`src/rtl/morse_player.sv`:
```
// Morse digit player: plays a 5-symbol code (dot = 1 unit, dash = 3 units)
// with 1-unit gaps between symbols and a 3-unit inter-character tail.
module morse_player #(
  parameter int UNIT_CYCLES = 10_000_000
) (
  input  logic       clk,
  input  logic       rst,
  input  logic       start,
  input  logic [4:0] code,
  input  logic       abort,
  output logic       tone_out,
  output logic       busy,
  output logic       done,
  output logic [2:0] sym_idx
);

  // The counter must hold the longest segment length minus one (a dash or
  // the tail, both 3 units); the max() keeps the width legal when that is 1.
  localparam int CW = (3 * UNIT_CYCLES > 2) ? $clog2(3 * UNIT_CYCLES) : 1;

  // Reload values are "length minus one" so a segment of N cycles counts N-1..0.
  localparam logic [CW-1:0] DOT_LEN  = CW'(UNIT_CYCLES - 1);
  localparam logic [CW-1:0] DASH_LEN = CW'(3 * UNIT_CYCLES - 1);
  localparam logic [CW-1:0] GAP_LEN  = CW'(UNIT_CYCLES - 1);
  localparam logic [CW-1:0] TAIL_LEN = CW'(3 * UNIT_CYCLES - 1);

  typedef enum logic [1:0] {
    IDLE,
    MARK,
    GAP,
    TAIL
  } state_t;

  state_t        state;
  logic [CW-1:0] count;
  // Latched code, shifted left as symbols are consumed; bit 4 is always the
  // symbol currently sounding and bit 3 the one that follows it.
  logic [4:0]    pattern;

  // Single sequencer: reset first, then abort (beats start and every timer
  // expiry), then the normal IDLE -> MARK -> GAP ... -> TAIL -> IDLE walk.
  // done defaults low so it can only ever be a one-cycle pulse.
  always_ff @(posedge clk) begin
    done <= 1'b0;
    if (!rst) begin
      state    <= IDLE;
      count    <= '0;
      pattern  <= '0;
      tone_out <= 1'b0;
      busy     <= 1'b0;
      sym_idx  <= 3'd0;
    end else if (abort && state != IDLE) begin
      state    <= IDLE;
      count    <= '0;
      tone_out <= 1'b0;
      busy     <= 1'b0;
      sym_idx  <= 3'd0;
    end else begin
      case (state)
        IDLE: begin
          if (start && !abort) begin
            pattern  <= code;
            state    <= MARK;
            count    <= code[4] ? DASH_LEN : DOT_LEN;
            tone_out <= 1'b1;
            busy     <= 1'b1;
            sym_idx  <= 3'd0;
          end
        end
        MARK: begin
          if (count == '0) begin
            tone_out <= 1'b0;
            if (sym_idx == 3'd4) begin
              state <= TAIL;
              count <= TAIL_LEN;
            end else begin
              state <= GAP;
              count <= GAP_LEN;
            end
          end else begin
            count <= count - CW'(1);
          end
        end
        GAP: begin
          if (count == '0) begin
            state    <= MARK;
            tone_out <= 1'b1;
            sym_idx  <= sym_idx + 3'd1;
            pattern  <= {pattern[3:0], 1'b0};
            count    <= pattern[3] ? DASH_LEN : DOT_LEN;
          end else begin
            count <= count - CW'(1);
          end
        end
        TAIL: begin
          if (count == '0) begin
            state   <= IDLE;
            busy    <= 1'b0;
            sym_idx <= 3'd0;
            done    <= 1'b1;
          end else begin
            count <= count - CW'(1);
          end
        end
        default: begin
          state    <= IDLE;
          count    <= '0;
          tone_out <= 1'b0;
          busy     <= 1'b0;
          sym_idx  <= 3'd0;
        end
      endcase
    end
  end

endmodule

```
`config.mk`:
```
export PLATFORM = sky130hd
export DESIGN_NAME = morse_player
export DESIGN_NICKNAME = d
export VERILOG_FILES = /design/src/rtl/morse_player.sv
export SDC_FILE = /design/constraint.sdc
export NUM_CORES = 1
export LEC_CHECK = 0
export CORE_AREA = 8 8 71 73
export DETAILED_ROUTE_END_ITERATION = 7
export DIE_AREA = 0 0 79 81
export GPL_ROUTABILITY_DRIVEN = 0
export HOLD_SLACK_MARGIN = 0.03
export PLACE_DENSITY = 0.76
export SLEW_MARGIN = 20
export SYNTH_ARGS = -nofsm -noshare
export SYNTH_HDL_FRONTEND = slang
export SYNTH_SLANG_ARGS = --single-unit
```
`constraint.sdc`:
```
create_clock -name clk -period 2.85 [get_ports clk]
set_input_delay 0.57 -clock clk [delete_from_list [all_inputs] [get_ports clk]]
set_output_delay 0.57 -clock clk [all_outputs]
set_load 0.02 [all_outputs]
```
* Word-level counts from Yosys, hierarchy flattened *
Index checks and enable logic that the tools add are counted.

storage, ports and cells
  flip-flop bits (word level) = 37
  memories = 0
  memory bits (read-only) = 0
  output and inout bits = 6
  bits in writable memories = 0
  input port bits = 9
  logic and storage cells = 66
  bits in latches = 0

operators by class
  add/subtract/negate cells = 2
  $lt $le $gt $ge = 0
  reduce and logical (&&, ||, !) cells = 18
  mux-type cells = 27
  div/mod/pow operators = 0
  equality and inequality tests = 9
  multipliers = 0
  shift-type cells = 0
  bitwise gates (word level) = 3

operators by type and width
  kind                     number
  $mux W25                 7
  $pmux W25 S4             1
  $logic_not A25 Y1        1
  $sub A25 B1 Y25 const B  1
  $reduce_and A4 Y1        4
  $ne A2 B2 Y1 const B     5
  $mux W3                  3
  $pmux W3 S3              1
  $mux W2                  4
  $mux W4                  2
  $pmux W2 S4              1
  $pmux W4 S2              1
  $reduce_bool A2 Y1       3
  $reduce_bool A3 Y1       2
  $mux W1                  5
  $eq A2 B2 Y1 const B     2
  $add A3 B1 Y3 const B    1
  $eq A3 B3 Y1 const B     1
  $not A1 Y1               3
  $pmux W1 S3              1
  $reduce_and A3 Y1        1
  $reduce_or A3 Y1         1
  $eq A2 B1 Y1 const B     1
  $logic_and A1 B1 Y1      2
  other kinds (5)          5

* Longest topological paths before layout *
Gate-level depths: netlist of the first run.

  depth in word-level cells = 4
  mapped depth = 10
  gate-level depth less buffers = 8

* Worst setup path after synthesis of the first run *
No wires, ideal clock.

  kind = register to register
  from = register count[3]
  to = register pattern[1]
  data arrival time = 2383 ps
  stages on the path, launching flop included = 9
  path buffers = 2
  period minus slack after synthesis = 2499 ps
  setup slack = 351 ps
  data required time = 2734 ps
  setup time = 116 ps
  cell sequence = dfxtp_1 or4_4 buf_6 or4_4 buf_6 or3_4 a21oi_4 nand2_1 o211a_1

on the way
  cells in the longest elaborated chain, start to end = 3

ends and longest elaborated chain
  item                         RTL line  source
  start, declared              35        logic [CW-1:0] count;
  start signal, assigned       64        count <= code[4] ? DASH_LEN : DOT_LEN;
  start signal, assigned       81        count <= count - CW'(1);
  start signal, assigned       90        count <= pattern[3] ? DASH_LEN : DOT_LEN;
  $logic_not A25 Y1            85        if (count == '0) begin
  $ne A2 B2 Y1 (no line)       --
  $reduce_and A4 Y1 (no line)  --
  end signal, assigned         62        pattern <= code;
  end signal, assigned         89        pattern <= {pattern[3:0], 1'b0};
  end, declared                38        logic [4:0] pattern;

Every way passes these cells.
A chain may end at the register's enable or synchronous reset.

* Worst setup path after layout of the first run *
  from = register count[3]
  to = register pattern[2]

The elaborated chain is that of the path after synthesis.

==> results of run 1 <==
-- kinds of logic (layout without fill, tap and decap cells) --
logic type      after synthesis  count (layout)  share of synthesized area
simple gates                106             106                      0.274
compound gates               80              80                      0.252
flops                        37              37                      0.343
buf+inv                      20              38                     0.0417
xor+xnor                     13              13                     0.0527
mux                           4               4                     0.0185
fa+ha+maj                     3               3                     0.0174
-- critical path: cells and delay by family, from the launching register on --
family | cells | cell delay, ns
DFF | 1 | 0.34
and+or+nand+nor | 4 | 1.76
AOI/OAI and AO/OA | 2 | 0.35
-- where the power goes --
part | switching, mW | total, mW | internal (mW)
Combinational | 0.575 | 0.964 | 0.388
Clock | 0.186 | 0.378 | 0.192
Sequential | 0.111 | 0.725 | 0.614
Total | 0.872 | 2.07 | 1.19
-- Yosys cell counts (4+ instances only) --
library cell,instances,share of area
xnor2_1,4,0.016
nor2_1,21,0.036
nand3_1,6,0.014
or3_1,5,0.014
nor2b_1,4,0.012
a21oi_1,25,0.058
clkbuf_1,10,0.017
nor4_1,5,0.014
dfxtp_1,37,0.34
nand4_1,4,0.012
nand2_1,31,0.054
nor3_1,8,0.019
mux2i_1,4,0.019
a31oi_1,6,0.017
o21ai_0,16,0.037
xor2_1,9,0.036
inv_1,7,0.012
-- worst paths after layout --
| check | cells after the start | endpoint | slack (ns) |
|---|---|---|---|
| setup / recovery | 6 | pattern[2] | 0.29 |
| hold / removal | 2 | pattern[0] | 0.48 |
| setup reg to reg | 6 | pattern[2] | 0.29 |
| hold reg to reg | 2 | pattern[0] | 0.48 |
-- through the flow --
stage | hold slack [ns] | area [µm²]
global placement | 0.463 | 2370
detailed placement | 0.473 | 2370
global route | 0.504 | 2460
floorplan | 0.435 | 2160
CTS | 0.482 | 2460
finish | 0.480 | 2460
-- registers in the layout (all words and copies together) (netlist names) --
name	count
sym_idx	3
tone_out	1
state	2
done	1
busy	1
count	25
pattern	4
-- per-layer routing --
layer	vias up	wire, µm
met5	-	0
met4	0	140
met3	16	296
met2	60	2660
met1	982	2450
li1	1003	-
-- final cells by class --
cell class / count / area (µm²) / share of cell area
tap: 50 / 62.6 / 0.0255
multi-input combinational: 206 / 1330 / 0.541
sequential: 37 / 741 / 0.301
clock buffer: 7 / 86.3 / 0.0351
timing repair buffer: 23 / 208 / 0.0845
inverter: 8 / 30.0 / 0.0122
==> flow_summary.ini, run 1 <==
[status]
status = completed

[placement]
port_buffers = 14
post-dp-hpwl_um = 3980
place_inst = 324
pre_cts_slack_ns = 0.327

[routing]
drc = 0
routedWlPerCell_um = 16.8
drt_wl_total_um = 5550
ant_nets = 0
firstDrtPassIters = 4
num_vias = 2061
vias_per_cell = 6.23
drtIter0Drc = 169

[synth]
yosysUniqueCellTypes = 56
synth_seq_area_share = 0.343
syn_inst = 263
avgSynthCellArea_um2 = 8.22
yosys_register_bits = 37
ys.flop_type = dfxtp_1
synth_nets = 275
syn_area_mm2 = 0.00216
synth-edff-count = 0
yosysWarningCount = 0
synthArstFlopShare = 0

[worst_setup_path]
crit_fanout = 10
reg2reg_from = count[3]
crit_path_top_delay_cell = or4_4
path_class = reg -> reg
cp_common_cell = or4_4
cp_data_arrival_time_ns = 2.75
cp-startpoint = count[3]
critical_path.startpoint_type = register
critPathMaxStageDelay_ns = 0.63
crit_chain = or4_4 > or4_4 > or3_4 > a21oi_4 > nand2_1 > o211a_1
endpoint_kind = register
cp.required_ns = 3.03

[layout]
final_cell_mix = 37 x dfxtp_1, 31 x nand2_1, 25 x a21oi_1, 21 x nor2_1, 16 x o21ai_0
num-fill-cells = 372
post-route-util = 0.628
final_common_cell = dfxtp_1
diodes = 0
fin_nets = 293
drive_gt1_frac = 0.117
final_cells = 331
syn_to_final_growth_pct = 13.7

[cts]
root_buffer = clkbuf_8
clk-insertion-delay-late_ns = 0.29
cts_resized = 0
cts.sinks = 37
cts_hold_buf = 0
numCtsBuffers = 5
cts_htree_levels = 2
clock_path_buffers = 2
clk_pin_slew_ns = 0.07
cts_setup_buffers = 0
cts_tree = built

[sta]
slew_viol_final = 0
tightest_slew_ns = 0.588
setup_tns_ns = 0
hold_violations = 0
finalClockSkew_ns = 0.00558
rsz0062_at_grt = false
min_period_ns = 2.56
post-route-period-util = 0.899
setup_ws_ns = 0.287
setup_viol = 0
fmax_mhz = 390
slew_headroom = 0.607

[run]
drv_cap = 0

[min_path]
min_from = pattern[0]
hold_class = reg -> reg

[floorplanning]
die_area_mm2 = 0.00640
core_area_mm2 = 0.00391
start_util = 0.552
die_height_um = 81
die_w_um = 79
io_pins = 15
num_rows = 23

[pwr]
fin_total_pwr_mw = 2.07
p_leak_nw = 0.919
pwr_density_cell_mw_per_mm2 = 841
peakVddDrop_mv = 0.400

[global_routing]
grt_first_pass_wirelength_um = 9370
busiest_layer = met2
met2_usage = 0.300
grt_max_degree = 16
antenna_found_initial = 0
grt_usage = 0.182
grt_overflow = 0
use_met3 = 0.0419
grt_pass1_vias = 1991
grt_use_met1 = 0.222
No activity file was read; power rests on OpenSTA's default activity.
==> inputs of run 2 (changes only) <==
SKIP_CTS_REPAIR_TIMING = 1   (was unset)
==> results of run 2 <==
No change in the layout: final DEF, timing and power equal those of run 1.
==> inputs of run 3 (changes only) <==
CAP_MARGIN = 20   (was unset)
==> results of run 3 <==
No change in the layout: final DEF, timing and power equal those of run 1.
